File: config.mk
export PLATFORM = sky130hd
export DESIGN_NAME = mul8_quad_sched
export DESIGN_NICKNAME = d
export VERILOG_FILES = /design/src/rtl/mul8_quad_sched_pkg.sv /design/src/rtl/mul8_quad_sched_pick.sv /design/src/rtl/mul8_quad_sched.sv
export SDC_FILE = /design/constraint.sdc
export NUM_CORES = 1
export LEC_CHECK = 0
export BUFFER_PORTS_ARGS = -buffer_cell sky130_fd_sc_hd__buf_4
export CORE_MARGIN = 3
export CORE_UTILIZATION = 30
export CTS_CLUSTER_DIAMETER = 200
export DETAILED_ROUTE_END_ITERATION = 10
export GPL_ROUTABILITY_DRIVEN = 0
export SYNTH_ARGS = -nofsm -noshare
export SYNTH_HDL_FRONTEND = slang
export SYNTH_SLANG_ARGS = --single-unit
File: constraint.sdc
create_clock -name clk -period 3.8 [get_ports clk]
set_input_delay 0.57 -clock clk [delete_from_list [all_inputs] [get_ports clk]]
set_output_delay 0.57 -clock clk [all_outputs]
set_load 0.05 [all_outputs]
File: src/rtl/mul8_quad_sched_pkg.sv
// Shared types and helpers for the quadrant-scheduled 8x8 multiplier.
// Quadrant order is LL, LH, HL, HH; the index doubles as the cfg bit.
package mul8_quad_sched_pkg;

  typedef enum logic [1:0] {
    S_IDLE,
    S_CALC,
    S_DONE
  } state_e;

  localparam int NIB_W   = 4;
  localparam int PROD4_W = 8;
  localparam int PROD8_W = 16;

  localparam logic [1:0] Q_LL = 2'd0;
  localparam logic [1:0] Q_LH = 2'd1;
  localparam logic [1:0] Q_HL = 2'd2;
  localparam logic [1:0] Q_HH = 2'd3;

  localparam logic [3:0] SHIFT_TAB [4] = '{4'd0, 4'd4, 4'd4, 4'd8};

  function automatic logic [3:0] shift_of(input logic [1:0] q);
    return SHIFT_TAB[q];
  endfunction

  // Quadrants worth running; zero nibbles contribute nothing.
  function automatic logic [3:0] quad_mask(
    input logic [7:0] a,
    input logic [7:0] b,
    input logic       skip
  );
    logic la, ha, lb, hb;
    la = |a[3:0];
    ha = |a[7:4];
    lb = |b[3:0];
    hb = |b[7:4];
    if (!skip) return 4'hF;
    return {ha & hb, ha & lb, la & hb, la & lb};
  endfunction

  // Lowest active quadrant at or above 'from'; 4 means none left.
  function automatic logic [2:0] scan_from(
    input logic [3:0] m,
    input logic [2:0] from
  );
    logic [2:0] r;
    r = 3'd4;
    for (int j = 3; j >= 0; j--) begin
      if (j >= int'(from) && m[j]) r = 3'(j);
    end
    return r;
  endfunction

endpackage

File: src/rtl/mul8_quad_sched_pick.sv
// Quadrant selector: nibbles, shift and next active index.
// Purely combinational, driven from the latched operation.
module mul8_quad_pick
  import mul8_quad_sched_pkg::*;
(
  input  logic [7:0]       a_i,
  input  logic [7:0]       b_i,
  input  logic [3:0]       mask_i,
  input  logic [1:0]       idx_i,
  output logic [NIB_W-1:0] nib_a_o,
  output logic [NIB_W-1:0] nib_b_o,
  output logic [3:0]       shift_o,
  output logic [2:0]       next_o,
  output logic             last_o
);

  // Route the nibbles of the current quadrant and look ahead.
  always_comb begin
    nib_a_o = a_i[3:0];
    nib_b_o = b_i[3:0];
    unique case (idx_i)
      Q_LL: begin
        nib_a_o = a_i[3:0];
        nib_b_o = b_i[3:0];
      end
      Q_LH: begin
        nib_a_o = a_i[3:0];
        nib_b_o = b_i[7:4];
      end
      Q_HL: begin
        nib_a_o = a_i[7:4];
        nib_b_o = b_i[3:0];
      end
      Q_HH: begin
        nib_a_o = a_i[7:4];
        nib_b_o = b_i[7:4];
      end
      default: ;
    endcase
    shift_o = shift_of(idx_i);
    next_o  = scan_from(mask_i, {1'b0, idx_i} + 3'd1);
    last_o  = next_o[2];
  end

endmodule

File: src/rtl/mul8_quad_sched.sv
// 8x8 multiplier sequencing four 4x4 quadrant products
// through one external shared unit, with zero-quadrant skipping.
module mul8_quad_sched
  import mul8_quad_sched_pkg::*;
#(
  parameter bit SKIP_ZERO = 1'b1
) (
  input  logic               clk,
  input  logic               rst_n,
  input  logic               in_valid,
  output logic               in_ready,
  input  logic [7:0]         in_a,
  input  logic [7:0]         in_b,
  input  logic [3:0]         in_cfg,
  output logic               mul_en,
  output logic [NIB_W-1:0]   mul_a,
  output logic [NIB_W-1:0]   mul_b,
  output logic               mul_approx,
  input  logic [PROD4_W-1:0] mul_prod,
  output logic               out_valid,
  input  logic               out_ready,
  output logic [PROD8_W-1:0] out_prod,
  output logic               busy
);

  state_e state_q, state_d;

  logic [7:0]         a_q, b_q;
  logic [3:0]         cfg_q, mask_q;
  logic [1:0]         idx_q;
  logic [PROD8_W-1:0] acc_q, out_prod_q;

  logic               accept;
  logic [3:0]         mask_in;
  logic [2:0]         first;
  logic [NIB_W-1:0]   nib_a, nib_b;
  logic [3:0]         shift;
  logic [2:0]         nxt;
  logic               last;
  logic [PROD8_W-1:0] sum;

  mul8_quad_pick u_pick (
    .a_i     (a_q),
    .b_i     (b_q),
    .mask_i  (mask_q),
    .idx_i   (idx_q),
    .nib_a_o (nib_a),
    .nib_b_o (nib_b),
    .shift_o (shift),
    .next_o  (nxt),
    .last_o  (last)
  );

  assign mask_in = quad_mask(in_a, in_b, SKIP_ZERO);
  assign first   = scan_from(mask_in, 3'd0);
  assign accept  = in_valid && in_ready;
  assign sum     = acc_q + (PROD8_W'(mul_prod) << shift);
  assign out_prod = out_prod_q;

  // State register.
  always_ff @(posedge clk or negedge rst_n) begin
    if (!rst_n) state_q <= S_IDLE;
    else        state_q <= state_d;
  end

  // Next state: skip straight to DONE when nothing is active.
  always_comb begin
    state_d = state_q;
    unique case (state_q)
      S_IDLE: begin
        if (accept) state_d = first[2] ? S_DONE : S_CALC;
      end
      S_CALC: begin
        if (last) state_d = S_DONE;
      end
      S_DONE: begin
        if (accept)         state_d = first[2] ? S_DONE : S_CALC;
        else if (out_ready) state_d = S_IDLE;
      end
      default: state_d = S_IDLE;
    endcase
  end

  // Handshake and shared-unit drive; unit is idle outside CALC.
  always_comb begin
    in_ready   = (state_q == S_IDLE) ||
                 (state_q == S_DONE && out_ready);
    out_valid  = (state_q == S_DONE);
    busy       = (state_q == S_CALC);
    mul_en     = busy;
    mul_a      = busy ? nib_a : '0;
    mul_b      = busy ? nib_b : '0;
    mul_approx = busy ? cfg_q[idx_q] : 1'b0;
  end

  // Operand latch and shift-accumulate.
  always_ff @(posedge clk or negedge rst_n) begin
    if (!rst_n) begin
      a_q        <= '0;
      b_q        <= '0;
      cfg_q      <= '0;
      mask_q     <= '0;
      idx_q      <= '0;
      acc_q      <= '0;
      out_prod_q <= '0;
    end else if (accept) begin
      a_q    <= in_a;
      b_q    <= in_b;
      cfg_q  <= in_cfg;
      mask_q <= mask_in;
      idx_q  <= first[1:0];
      acc_q  <= '0;
      if (first[2]) out_prod_q <= '0;
    end else if (state_q == S_CALC) begin
      acc_q <= sum;
      if (last) out_prod_q <= sum;
      else      idx_q      <= nxt[1:0];
    end
  end

endmodule
# Yosys cells after proc, flatten, opt, wreduce, memory -nomap -nowiden
# Cells that the tools add are included.
dict set report totals {
  input_bits 32
  output_inout_bits 29
  wordCells 87
  ff_bits 60
}
dict set report op_classes {
  bitwise 5
  n_reduce_logical 22
  n_eq_ne 10
  shifts 1
  muxes 33
  n_addsub 2
  magnitude_cmp 6
}
# operator n
set ops {}
lappend ops {{two-way mux 16 bit} 6}
lappend ops {{two-way mux 3 bit} 8}
lappend ops {{adder 16 bit} 1}
lappend ops {{two-way mux 2 bit} 8}
lappend ops {{two-way mux 4 bit} 4}
lappend ops {{case mux 4 bit (2 select lines)} 2}
lappend ops {{OR reduction 4 bit} 4}
lappend ops {{left shift 8 x 4 -> 16 bit} 1}
lappend ops {{binary-select mux 4 bit (select 2 bit)} 1}
lappend ops {{OR reduction 2 bit} 4}
lappend ops {{== test 2 bit, second input constant} 3}
lappend ops {{>= comparator 1 x 3 -> 1 bit, first input constant} 2}
lappend ops {{>= comparator 2 x 3 -> 1 bit, first input constant} 2}
lappend ops {{logical AND 1 bit} 6}
lappend ops {{!= test 2 bit, second input constant} 3}
lappend ops {{case mux 2 bit (3 select lines)} 1}
lappend ops {{AND reduction 3 bit} 2}
lappend ops {{bitwise AND 1 bit} 4}
lappend ops {{== test 2 x 1 -> 1 bit, second input constant} 2}
lappend ops {{logical NOT 2 bit} 2}
lappend ops {{nonzero test 2 bit} 2}
lappend ops {{adder 2 x 1 -> 3 bit, second input constant} 1}
lappend ops {{>= comparator 3 bit, second input constant} 1}
lappend ops {{less-than comparator 2 x 3 -> 1 bit, second input constant} 1}
lappend ops {{other kinds (7)} 8}

# Logic depth before layout (Yosys ltp)
# Gate-level depths: netlist of run 1.
dict set report logic_depth {
  word_depth 10
  ltp_mapped 14
  depth_no_buf 13
}

# Cells and area by module
# A second synthesis of run 1 with hierarchy kept.
dict set report unflattened {
  cells_unflattened 442
  area_unflattened_um2 3783.6
}
# mod n_inst cells_each seq_area_each_um2 area_per_inst_um2
set by_module_without_submodules {}
lappend by_module_without_submodules {mul8_quad_sched 1 408 1501.4 3497.1}
lappend by_module_without_submodules {mul8_quad_pick 1 34 0.0 286.5}

# Least setup slack after synthesis of run 1
# OpenSTA, ideal clock, no wires.
dict set report synth_timing {
  kind {reg2reg}
  start {reg idx_q[0]}
  end {reg acc_q[12]}
  stages_incl_launch_ff 15
  setup_ns 0.122
  t_required_ns 3.678
  path_slack_ns 0.828
  period_less_slack_ns 2.972
  n_path_buf 1
  t_arrival_ns 2.850
  path_cell_list {dfrtp_1 -> inv_1 -> ha_1 -> buf_2 -> nor2_1 -> and2_1 -> ha_1 -> inv_1 -> fa_1 -> nor2b_4 -> o2111ai_1 -> a21oi_1 -> o41ai_2 -> xnor2_1 -> a22o_1}
}
dict set report synth_via {
  elab_chain_cells 8
}
# item line
set synth_lines {}
lappend synth_lines {{start: declaration} mul8_quad_sched.sv:30} ;# logic [1:0] idx_q;
lappend synth_lines {{start signal: assignment} mul8_quad_sched.sv:111} ;# idx_q <= first[1:0];
lappend synth_lines {{start signal: assignment} mul8_quad_sched.sv:117} ;# else idx_q <= nxt[1:0];
lappend synth_lines {{NOT 2 -> 3 bit (not written as such)} mul8_quad_sched_pkg.sv:23} ;# return SHIFT_TAB[q];
lappend synth_lines {{binary-select mux 4 bit (select 2 bit)} mul8_quad_sched_pkg.sv:23}
lappend synth_lines {{two-way mux 4 bit (not written as such) (2 in a row)} mul8_quad_sched_pkg.sv:23}
lappend synth_lines {{left shift 8 x 4 -> 16 bit} mul8_quad_sched.sv:57} ;# assign sum = acc_q + (PROD8_W'(mul_prod) << shift);
lappend synth_lines {{adder 16 bit} mul8_quad_sched.sv:57}
lappend synth_lines {{two-way mux 16 bit} mul8_quad_sched.sv:114} ;# end else if (state_q == S_CALC) begin
lappend synth_lines {{two-way mux 16 bit} mul8_quad_sched.sv:106} ;# end else if (accept) begin
lappend synth_lines {{end signal: assignment} mul8_quad_sched.sv:115} ;# acc_q <= sum;
lappend synth_lines {{end: declaration} mul8_quad_sched.sv:31} ;# logic [PROD8_W-1:0] acc_q, out_prod_q;
# Every way passes these cells. The select of a mux whose other input is x is not followed.
# A chain may end at the register's enable or synchronous reset.

# Final worst setup path of run 1
# Same ends and word-level chain as after synthesis.

==> results by group, run 1 <==
Run status
  • Outcome: complete, no violations

Cells and area
  • Fin nets: between 500 and 600
  • Area growth syn-to-layout: 24.4%
  • ANT cells: 0
  • Post-route cell area: roughly 4400 µm²
  • Fill count: 1,132
  • Layout cells sized above 1: 0.196
  • Final core utilization: 0.393

Die
  • DIE AREA: 13,100 µm²
  • Core footprint: 11,200 µm²
  • Starting Density: 0.316
  • Die width: roughly 110 µm
  • Site Rows: 38
  • Chip Height: roughly 110 µm
  • I/O Pins: 61

Synthesis
  • Synth top area share: 0.425
  • Mapped cell area: 3530 µm²
  • Synth Instances: 402
  • EDFF count, synth: 0
  • Synth top area cells: dfrtp_1 43%, nand2_1 11%, ha_1 7.8%
  • Synthesized area per cell: 8.79 µm²
  • Post-Syn Nets: 457
  • Yosys cell types: between 50 and 60
  • Synthesis Warnings: 0
  • Sequential area share after synthesis: 0.425
  • Async set or reset register ratio after synthesis: 1.00
  • Post-synth top cells: 108 x nand2_1, 60 x dfrtp_1, 35 x o21ai_0, 24 x a21oi_1, 22 x ha_1
  • Post-synth top area cell: dfrtp_1
  • Synth Register Bits: 60
  • Count leader, synth: nand2_1
  • Ys flop type: dfrtp_1

Drt
  • Vias per cell: 5.07
  • Drt first pass iters: 4
  • DR vias: roughly 3,000
  • DRC: 0
  • Drt wl/cell: 15.5 µm
  • Antenna-violating nets left: 0
  • Post-Route WL: between 9 and 10 mm
  • DRT iter0 DRCs: 102

CTS
  • Worst-path clk slew: about 0.050 ns
  • CTS max path bufs: 2
  • Clk root buf: clkbuf_16
  • CTS tree: yes
  • # hold bufs at CTS: 0
  • Setup Fix Bufs, Post-CTS: 0
  • Clk sink count: 60
  • H-tree depth: 3
  • Clock Latency Late Sink: 0.33 ns
  • CTS Buf Count: 9
  • Post-CTS Resized: 0

Worst setup path
  • Critical Path AT: 3.66 ns
  • Crit Reg-Reg Endpoint: acc_q[12]
  • CP startpoint: idx_q[0]
  • Crit start category: flip-flop
  • Crit Path Category: flip-flop to flip-flop
  • Setup crit end: acc_q[12]
  • FF-to-FF path depth: 13
  • R2R setup slack: between 0.3 and 0.4 ns
  • Critical path peak fanout: 7
  • R2R Path Start: idx_q[0]
  • Endpoint type of the worst setup path: flip-flop
  • Crit path required time: ~4 ns

GRT
  • Antenna violations before repair: 0
  • Total congestion overflow: 0
  • First-pass GRT wire length: 15.3 mm
  • Number of global-route vias before repair: 3,043
  • Gr usage total: 0.149
  • Largest net degree at the start of global routing: 61

Placement
  • PortBufs: 60
  • Dpl hpwl: slightly below 7 mm
  • Post-DP Area: 4120 µm²

STA
  • Unrepaired setup endpoints after global routing: false
  • Slew HR: 0.399
  • Setup Viol. Count Final: 0
  • Skew final: 0.00862 ns
  • Final TNS setup: 0 ns
  • Slew Limit Fails: 0
  • Actual slew at the worst max-slew pin: 0.902 ns
  • Fin. Hold Viols: 0
  • Highest clock rate: 290 MHz
  • Min Tclk post-route: 3.45 ns
  • Period Utilization, post-route: 0.908

Power and ir drop
  • Pwr dens: 1030 nW/µm²
  • Peak supply drop: between 0.5 and 0.6 mV
  • Pleak: 2.18 nW

Run
  • MaxCap Viol Count: 0

Min path
  • Hold Crit Class: input pin to async pin
## cells by family (layout without fill, tap and decap cells)
family,Yosys count,in the layout,synth area share
buffers and inverters,26,89,0.0308
adders and majority gates,23,23,0.0836
AOI/OAI and AO/OA,103,103,0.190
and+or+nand+nor,168,168,0.209
muxes,7,7,0.0241
xor gates and xnor gates,15,15,0.0372
DFF,60,60,0.425
## stage by stage
step	power, W	instances	worst slack (ns)	hold WS [ns]
floorplan	0.00307	402	0.828	0.274
global placement	0.00373	590	0.531	0.452
detailed placement	0.00378	590	0.382	0.458
CTS	0.00454	605	0.359	0.347
global route	0.00488	605	0.0581	0.381
finish	0.00451	605	0.351	0.301
## cells in the final DEF (no fill, tap or decap), drive strengths merged, types with 2 or more instances in the layout
master	netlist	routed
and2	9	9
xor2	10	10
nor4	5	5
clkbuf	10	13
dfrtp	60	60
a211oi	3	3
a22o	7	7
mux2	2	2
mux2i	4	4
buf	8	66
nor2	17	17
o211ai	3	3
nand2	109	109
inv	8	8
o31ai	5	5
nand2b	3	3
a21o	3	3
a21oi	26	26
nand3	11	11
o21a	2	2
a21boi	2	2
o21ai	41	41
clkinv	0	2
xnor2	5	5
nor2b	9	9
ha	22	22
## worst max-delay path: stages, from the launching register on
cell	delay (ns)
dfrtp_1	0.47
inv_1	0.13
ha_1	0.45
nor2_1	0.27
and2_1	0.17
ha_1	0.18
inv_1	0.07
fa_1	0.44
nor2b_4	0.14
o2111ai_1	0.13
a21oi_1	0.38
o41ai_2	0.13
xnor2_1	0.16
a22o_1	0.19
## where the power goes
group          internal [W]  leakage [nW]  switching (W)
sequential         0.000926         0.757       0.000167
clock              0.000470         0.135       0.000269
combinational      0.000925          1.29        0.00175
## flip-flops by register name (all words and copies together) (netlist names)
signal / flops
b_q: 8
mask_q: 4
a_q: 8
idx_q: 2
out_prod: 16
state_q: 2
acc_q: 16
cfg_q: 4
## per-layer routing
| layer | track usage | share of wire |
|---|---|---|
| met5 | 0 | 0 |
| met4 | 0.0515 | 0.010 |
| met3 | 0.0370 | 0.053 |
| met2 | 0.231 | 0.46 |
| met1 | 0.202 | 0.48 |
## layout make-up
type | instances | area (µm²) | share of cell area
clock buffers | 13 | 260 | 0.0592
clock inverters | 2 | 10.0 | 0.00228
inverters | 8 | 30.0 | 0.00683
multi-input cells | 316 | 1920 | 0.437
flip-flops and latches | 60 | 1500 | 0.342
well taps | 140 | 175 | 0.0399
repair buffers | 66 | 495 | 0.113
## worst min-delay path by stage
stage                      start  endpoint  slack, ns  cells after the start
after floorplan            rst_n    a_q[0]       0.27                      0
after global placement    b_q[7]    b_q[7]       0.45                      2
after detailed placement  b_q[7]    b_q[7]       0.46                      2
after CTS                  rst_n    b_q[2]       0.35                      1
after global routing       rst_n    b_q[2]       0.38                      1
final                      rst_n    b_q[2]       0.30                      1
(Power assumes the default switching activity.)
==> run 2: changes to the inputs <==
- CORE_UTILIZATION: 30 -> 38
- RECOVER_POWER: unset -> 25
==> results by group, run 2 (synthesis results as in run 1) <==
Run status
  • Outcome: complete, no violations (unchanged)

CTS
  • Post-CTS Resized: 0 (unchanged)
  • CTS max path bufs: 2 (unchanged)
  • # hold bufs at CTS: 0 (unchanged)
  • H-tree depth: 3 (unchanged)
  • Clk sink count: 60 (unchanged)
  • Setup Fix Bufs, Post-CTS: 0 (unchanged)
  • CTS tree: yes (unchanged)
  • Clk root buf: clkbuf_8 (was clkbuf_16)
  • Worst-path clk slew: 0.07 ns (was 0.05 ns)
  • Clock Latency Late Sink: 0.34 ns (was 0.33 ns)
  • CTS Buf Count: 9 (unchanged)

Cells and area
  • Area growth syn-to-layout: 21.7% (was 24.4%)
  • Most common cell after layout, fill and taps aside: nand2_1 (unchanged)
  • Post-route cell area: 4300 µm² (was 4390 µm²)
  • Fill count: 853 (was 1,132)
  • Layout cells sized above 1: 0.200 (was 0.196)
  • ANT cells: 0 (unchanged)
  • Final core utilization: 0.483 (was 0.393)
  • Fin nets: 516 (unchanged)
  • Most frequent cells in the layout: 108 x nand2_1, 65 x buf_4, 60 x dfrtp_1, 35 x o21ai_0, 24 x a21oi_1 (was 108 x nand2_1, 66 x buf_4, 60 x dfrtp_1, 35 x o21ai_0, 24 x a21oi_1)

Worst setup path
  • Crit start category: flip-flop (unchanged)
  • Critical path, cell by cell: inv_1 -> ha_1 -> nor2_1 -> and2_1 -> ha_1 -> inv_1 -> fa_1 -> nor2b_4 -> o2111ai_1 -> a21oi_1 -> o32ai_1 -> xor2_1 -> o21ai_0 (was inv_1 -> ha_1 -> nor2_1 -> and2_1 -> ha_1 -> inv_1 -> fa_1 -> nor2b_4 -> o2111ai_1 -> a21oi_1 -> o41ai_2 -> xnor2_1 -> a22o_1)
  • Critical path peak fanout: 7 (unchanged)
  • FF-to-FF path depth: 13 (unchanged)
  • Crit-path slowest cell: dfrtp_1 (unchanged)
  • R2R Path Start: idx_q[0] (unchanged)
  • Max incr delay on CP: 0.47 ns (about the same)
  • Crit Path Category: flip-flop to flip-flop (unchanged)
  • R2R setup slack: 0.49 ns (was 0.35 ns)
  • Crit path required time: 4.06 ns (was 4.01 ns)
  • Setup crit end: out_prod[14] (was acc_q[12])
  • Critical Path AT: 3.57 ns (was 3.66 ns)
  • CP startpoint: idx_q[0] (unchanged)
  • Crit Reg-Reg Endpoint: out_prod[14] (was acc_q[12])
  • Endpoint type of the worst setup path: flip-flop (unchanged)

Die
  • Site Rows: 34 (was 38)
  • Starting Density: 0.397 (was 0.316)
  • I/O Pins: 61 (unchanged)
  • Die width: 102 µm (was 115 µm)
  • Core footprint: 8890 µm² (was 11,200 µm²)
  • DIE AREA: 10,500 µm² (was 13,100 µm²)
  • Chip Height: 102 µm (was 115 µm)

STA
  • Fin. Hold Viols: 0 (unchanged)
  • Actual slew at the worst max-slew pin: 1.50 ns (was 0.902 ns)
  • Final TNS setup: 0 ns (unchanged)
  • Min Tclk post-route: 3.31 ns (was 3.45 ns)
  • Slew HR: 0.00262 (was 0.399)
  • Setup Viol. Count Final: 0 (unchanged)
  • Slew Limit Fails: 0 (unchanged)
  • Final hold slack: 0.428 ns (was 0.301 ns)
  • Unrepaired setup endpoints after global routing: false (unchanged)
  • Highest clock rate: 302 MHz (was 290 MHz)
  • Skew final: 0.0122 ns (was 0.00862 ns)
  • Period Utilization, post-route: 0.872 (was 0.908)
  • Worst Slack Setup Final: 0.488 ns (was 0.351 ns)

Drt
  • Drt first pass iters: 4 (unchanged)
  • Drt wl/cell: 16.0 µm (was 15.5 µm)
  • Vias per cell: 5.30 (was 5.07)
  • Post-Route WL: 9.20 mm (was 9.37 mm)
  • Antenna-violating nets left: 0 (unchanged)
  • DRC: 0 (unchanged)
  • DR vias: 3,041 (was 3,070)
  • DRT iter0 DRCs: 108 (was 102)

GRT
  • Total congestion overflow: 0 (unchanged)
  • Number of global-route vias before repair: 3,001 (was 3,043)
  • Largest net degree at the start of global routing: 61 (unchanged)
  • Antenna violations before repair: 0 (unchanged)
  • First-pass GRT wire length: 15.0 mm (was 15.3 mm)
  • Gr usage total: 0.186 (was 0.149)

Run
  • MaxCap Viol Count: 0 (unchanged)

Placement
  • Place WS: 0.451 ns (was 0.382 ns)
  • Dpl hpwl: 6.84 mm (was 6.78 mm)
  • PortBufs: 60 (unchanged)
  • Post-DP Area: 4080 µm² (was 4120 µm²)

Power and ir drop
  • Pleak: 2.16 nW (was 2.18 nW)
  • Peak supply drop: 0.405 mV (was 0.516 mV)
  • Pwr dens: 1020 nW/µm² (was 1030 nW/µm²)

Min path
  • Hold Crit Class: input pin to flip-flop (was input pin to async pin)
  • Hold Crit Depth: 3
-- run 2: area by class of cell --
class	instances	area (µm²)	share of cell area
Clock buffer	11	141	0.0329
Tap cell	108	135	0.0314
Sequential cell	60	1500	0.349
Multi-Input combinational cell	316	1920	0.447
Inverter	8	30.0	0.00699
Clock inverter	5	75.1	0.0175
Timing Repair Buffer	66	493	0.115
-- run 2: per-layer routing --
layer,vias to the layer above,part of all wire,GRT usage,routed length (µm)
met5,-,0,0,0
met4,0,0.019,0.0676,178
met3,14,0.054,0.0485,494
met2,92,0.46,0.285,4210
met1,1425,0.47,0.254,4310
li1,1510,-,-,-
-- run 2: power by group --
group | switching [W] | internal, W
sequential | 0.000175 | 0.000925
clock | 0.000253 | 0.000384
combinational | 0.00173 | 0.000920
total | 0.00216 | 0.00223
-- run 2: stage by stage --
step / power (W) / std cells
after global placement: 0.00373 / 558
after detailed placement: 0.00378 / 558
final: 0.00439 / 574
after global routing: 0.00476 / 574
after CTS: 0.00443 / 574
after floorplan: 0.00307 / 402
-- run 2: worst min path at each step --
| stage | startpoint | to | slack, ns |
|---|---|---|---|
| 6_report | in_cfg[3] | cfg_q[3] | 0.43 |
| 2_1_floorplan | rst_n | a_q[0] | 0.27 |
| 3_3_place_gp | b_q[6] | b_q[6] | 0.46 |
| 4_1_cts | rst_n | acc_q[1] | 0.33 |
| 5_1_grt | in_a[4] | a_q[4] | 0.42 |
| 3_5_place_dp | a_q[6] | a_q[6] | 0.47 |
-- run 2: critical path: cells and delay by family (launching register included) --
family / cells / cell delay (ns)
compound gates: 4 / 0.82
xor+xnor: 1 / 0.17
fa+ha+maj: 3 / 1.06
buf+inv: 2 / 0.21
flops: 1 / 0.47
simple gates: 3 / 0.50
==> run 3: changes to the inputs <==
- CORE_UTILIZATION: 38 -> 25
==> results by group, run 3 (synthesis results as in run 1) <==
Run
  • MaxCap Viol Count: 1 (was 0)

Drt
  • DR vias: 3,060 (was 3,041)
  • Drt first pass iters: 4 (unchanged)
  • DRT iter0 DRCs: 136 (was 108)
  • Drt wl/cell: 15.2 µm (was 16.0 µm)
  • DRC: 0 (unchanged)
  • Post-Route WL: 9.77 mm (was 9.20 mm)
  • Antenna-violating nets left: 0 (unchanged)
  • Vias per cell: 4.77 (was 5.30)

Worst setup path
  • R2R Path Start: idx_q[0] (unchanged)
  • Critical path buffers and inverters: 2 (unchanged)
  • Max incr delay on CP: 0.48 ns (was 0.47 ns)
  • Critical path peak fanout: 7 (unchanged)
  • CP startpoint: idx_q[0] (unchanged)
  • Crit start category: flip-flop (unchanged)
  • Crit path required time: 4.02 ns (was 4.06 ns)
  • Endpoint type of the worst setup path: flip-flop (unchanged)
  • Crit-path slowest cell: dfrtp_1 (unchanged)
  • Crit-path leading delay family: adder cells (unchanged)
  • FF-to-FF path depth: 13 (unchanged)
  • R2R setup slack: 0.41 ns (was 0.49 ns)
  • Crit Path Category: flip-flop to flip-flop (unchanged)
  • Critical Path AT: 3.61 ns (was 3.57 ns)
  • Critical path, cell by cell: inv_1 -> ha_1 -> nor2_1 -> and2_1 -> ha_1 -> inv_1 -> fa_1 -> nor2b_4 -> o2111ai_1 -> a21oi_1 -> o41ai_2 -> xnor2_1 -> a22o_1 (was inv_1 -> ha_1 -> nor2_1 -> and2_1 -> ha_1 -> inv_1 -> fa_1 -> nor2b_4 -> o2111ai_1 -> a21oi_1 -> o32ai_1 -> xor2_1 -> o21ai_0)
  • Crit Reg-Reg Endpoint: out_prod[12] (was out_prod[14])

CTS
  • Clock Latency Late Sink: 0.34 ns (about the same)
  • Clk sink count: 60 (unchanged)
  • H-tree depth: 3 (unchanged)
  • # hold bufs at CTS: 0 (unchanged)
  • CTS tree: yes (unchanged)
  • Clk root buf: clkbuf_16 (was clkbuf_8)
  • CTS Buf Count: 9 (unchanged)
  • Setup Fix Bufs, Post-CTS: 0 (unchanged)
  • Worst-path clk slew: 0.05 ns (was 0.07 ns)
  • CTS max path bufs: 2 (unchanged)
  • Post-CTS Resized: 0 (unchanged)

Min path
  • Worst Hold Path EP: b_q[7] (was cfg_q[3])
  • Hold Crit Depth: 3 (unchanged)
  • Hold Crit Class: input pin to flip-flop (unchanged)
  • Hold wc startpoint: in_b[7] (was in_cfg[3])

STA
  • Fin. Hold Viols: 0 (unchanged)
  • Min Tclk post-route: 3.39 ns (was 3.31 ns)
  • Actual slew at the worst max-slew pin: 1.51 ns (was 1.50 ns)
  • Period Utilization, post-route: 0.891 (was 0.872)
  • Slew HR: -0.00658 (was 0.00262)
  • Skew final: 0.00978 ns (was 0.0122 ns)
  • Setup Viol. Count Final: 0 (unchanged)
  • Unrepaired setup endpoints after global routing: false (unchanged)
  • Highest clock rate: 295 MHz (was 302 MHz)
  • Final TNS setup: 0 ns (unchanged)
  • Slew Limit Fails: 61 (was 0)

Die
  • I/O Pins: 61 (unchanged)
  • Starting Density: 0.262 (was 0.397)
  • Chip Height: 125 µm (was 102 µm)
  • DIE AREA: 15,600 µm² (was 10,500 µm²)
  • Site Rows: 42 (was 34)
  • Core footprint: 13,500 µm² (was 8890 µm²)
  • Die width: 125 µm (was 102 µm)

Power and ir drop
  • Logic pwr share: 0.577 (was 0.604)
  • Switching Share: 0.476 (was 0.492)
  • Cell-internal power: 0.00244 W (was 0.00223 W)
  • Pleak: 2.20 nW (was 2.16 nW)
  • Pwr dens: 1040 nW/µm² (was 1020 nW/µm²)
  • Peak supply drop: 0.535 mV (was 0.405 mV)
  • P_sw: 0.00222 W (was 0.00216 W)
  • Flop pwr share: 0.235 (was 0.250)
  • Clock network fraction of total power: 0.188 (was 0.145)

GRT
  • Antenna violations before repair: 0 (unchanged)
  • Number of global-route vias before repair: 2,974 (was 3,001)
  • Met3 GRT Util: 0.0330 (was 0.0485)
  • Grt peak-use layer: met2 (unchanged)
  • Largest net degree at the start of global routing: 61 (unchanged)
  • Gr usage total: 0.127 (was 0.186)
  • M2 GR Usage: 0.192 (was 0.285)
  • M1 GR Usage: 0.174 (was 0.254)
  • Total congestion overflow: 0 (unchanged)
  • First-pass GRT wire length: 15.8 mm (was 15.0 mm)

Cells and area
  • Non-Filler Instances: 641 (was 574)
  • Final core utilization: 0.331 (was 0.483)
  • Area growth syn-to-layout: 26.7% (was 21.7%)
  • Most common cell after layout, fill and taps aside: nand2_1 (unchanged)
  • Layout cells sized above 1: 0.198 (was 0.200)
  • Fin nets: 515 (was 516)
  • Most frequent cells in the layout: 108 x nand2_1, 64 x buf_4, 60 x dfrtp_1, 35 x o21ai_0, 24 x a21oi_1 (was 108 x nand2_1, 65 x buf_4, 60 x dfrtp_1, 35 x o21ai_0, 24 x a21oi_1)
  • ANT cells: 0 (unchanged)

Placement
  • Placed cells: 625 (was 558)
  • Dpl hpwl: 7.11 mm (was 6.84 mm)
  • PortBufs: 60 (unchanged)

Run status
  • Outcome: finished with violations (was complete, no violations)
  • Failing checks: capacitance limit, slew limit
[run 3: worst min-delay path: cells and delay by family]
kind	cells	cell delay, ns
buf+inv	1	0.08
simple gates	2	0.08
[run 3: per-stage QoR]
stage	setup WS (ns)	hold slack, ns	power (W)	area [µm²]
after floorplan	0.828	0.274	0.00307	3530
after global placement	0.569	0.456	0.00373	4160
after detailed placement	0.412	0.462	0.00378	4160
after CTS	0.403	0.352	0.00468	4480
after global routing	0.00697	0.436	0.00502	4480
final	0.413	0.435	0.00465	4480
[run 3: worst max-delay path by stage]
stage                     slack, ns  cells after the start      endpoint
after floorplan                0.83                     14     acc_q[12]
after global placement         0.57                     13     acc_q[14]
after detailed placement       0.41                     13     acc_q[12]
after CTS                      0.40                     13  out_prod[12]
after global routing          0.007                     13     acc_q[14]
final                          0.41                     13  out_prod[12]
[run 3: final cells by class]
class | count | area, µm²
Inverter | 8 | 30.0
Sequential cell | 60 | 1500
Tap cell | 176 | 220
Timing Repair Buffer | 65 | 485
Multi-Input combinational cell | 316 | 1920
Clock buffer | 11 | 243
Clock inverter | 5 | 75.1
Fill cell | 1408 | 9030
[run 3: layer usage]
metal  wire, µm  vias to the layer above
met4        135                        0
met3        521                       12
met2       4440                       94
li1           -                     1510
met1       4680                     1444
met5          0                        -
[run 3: power groups by stage]
stage	clock, W	combinational (W)	sequential (W)
2_1_floorplan	0	0.00178	0.00129
3_3_place_gp	0	0.00263	0.00110
3_5_place_dp	0	0.00268	0.00111
4_1_cts	0.000892	0.00269	0.00110
5_1_grt	0.000917	0.00297	0.00113
6_report	0.000875	0.00269	0.00109
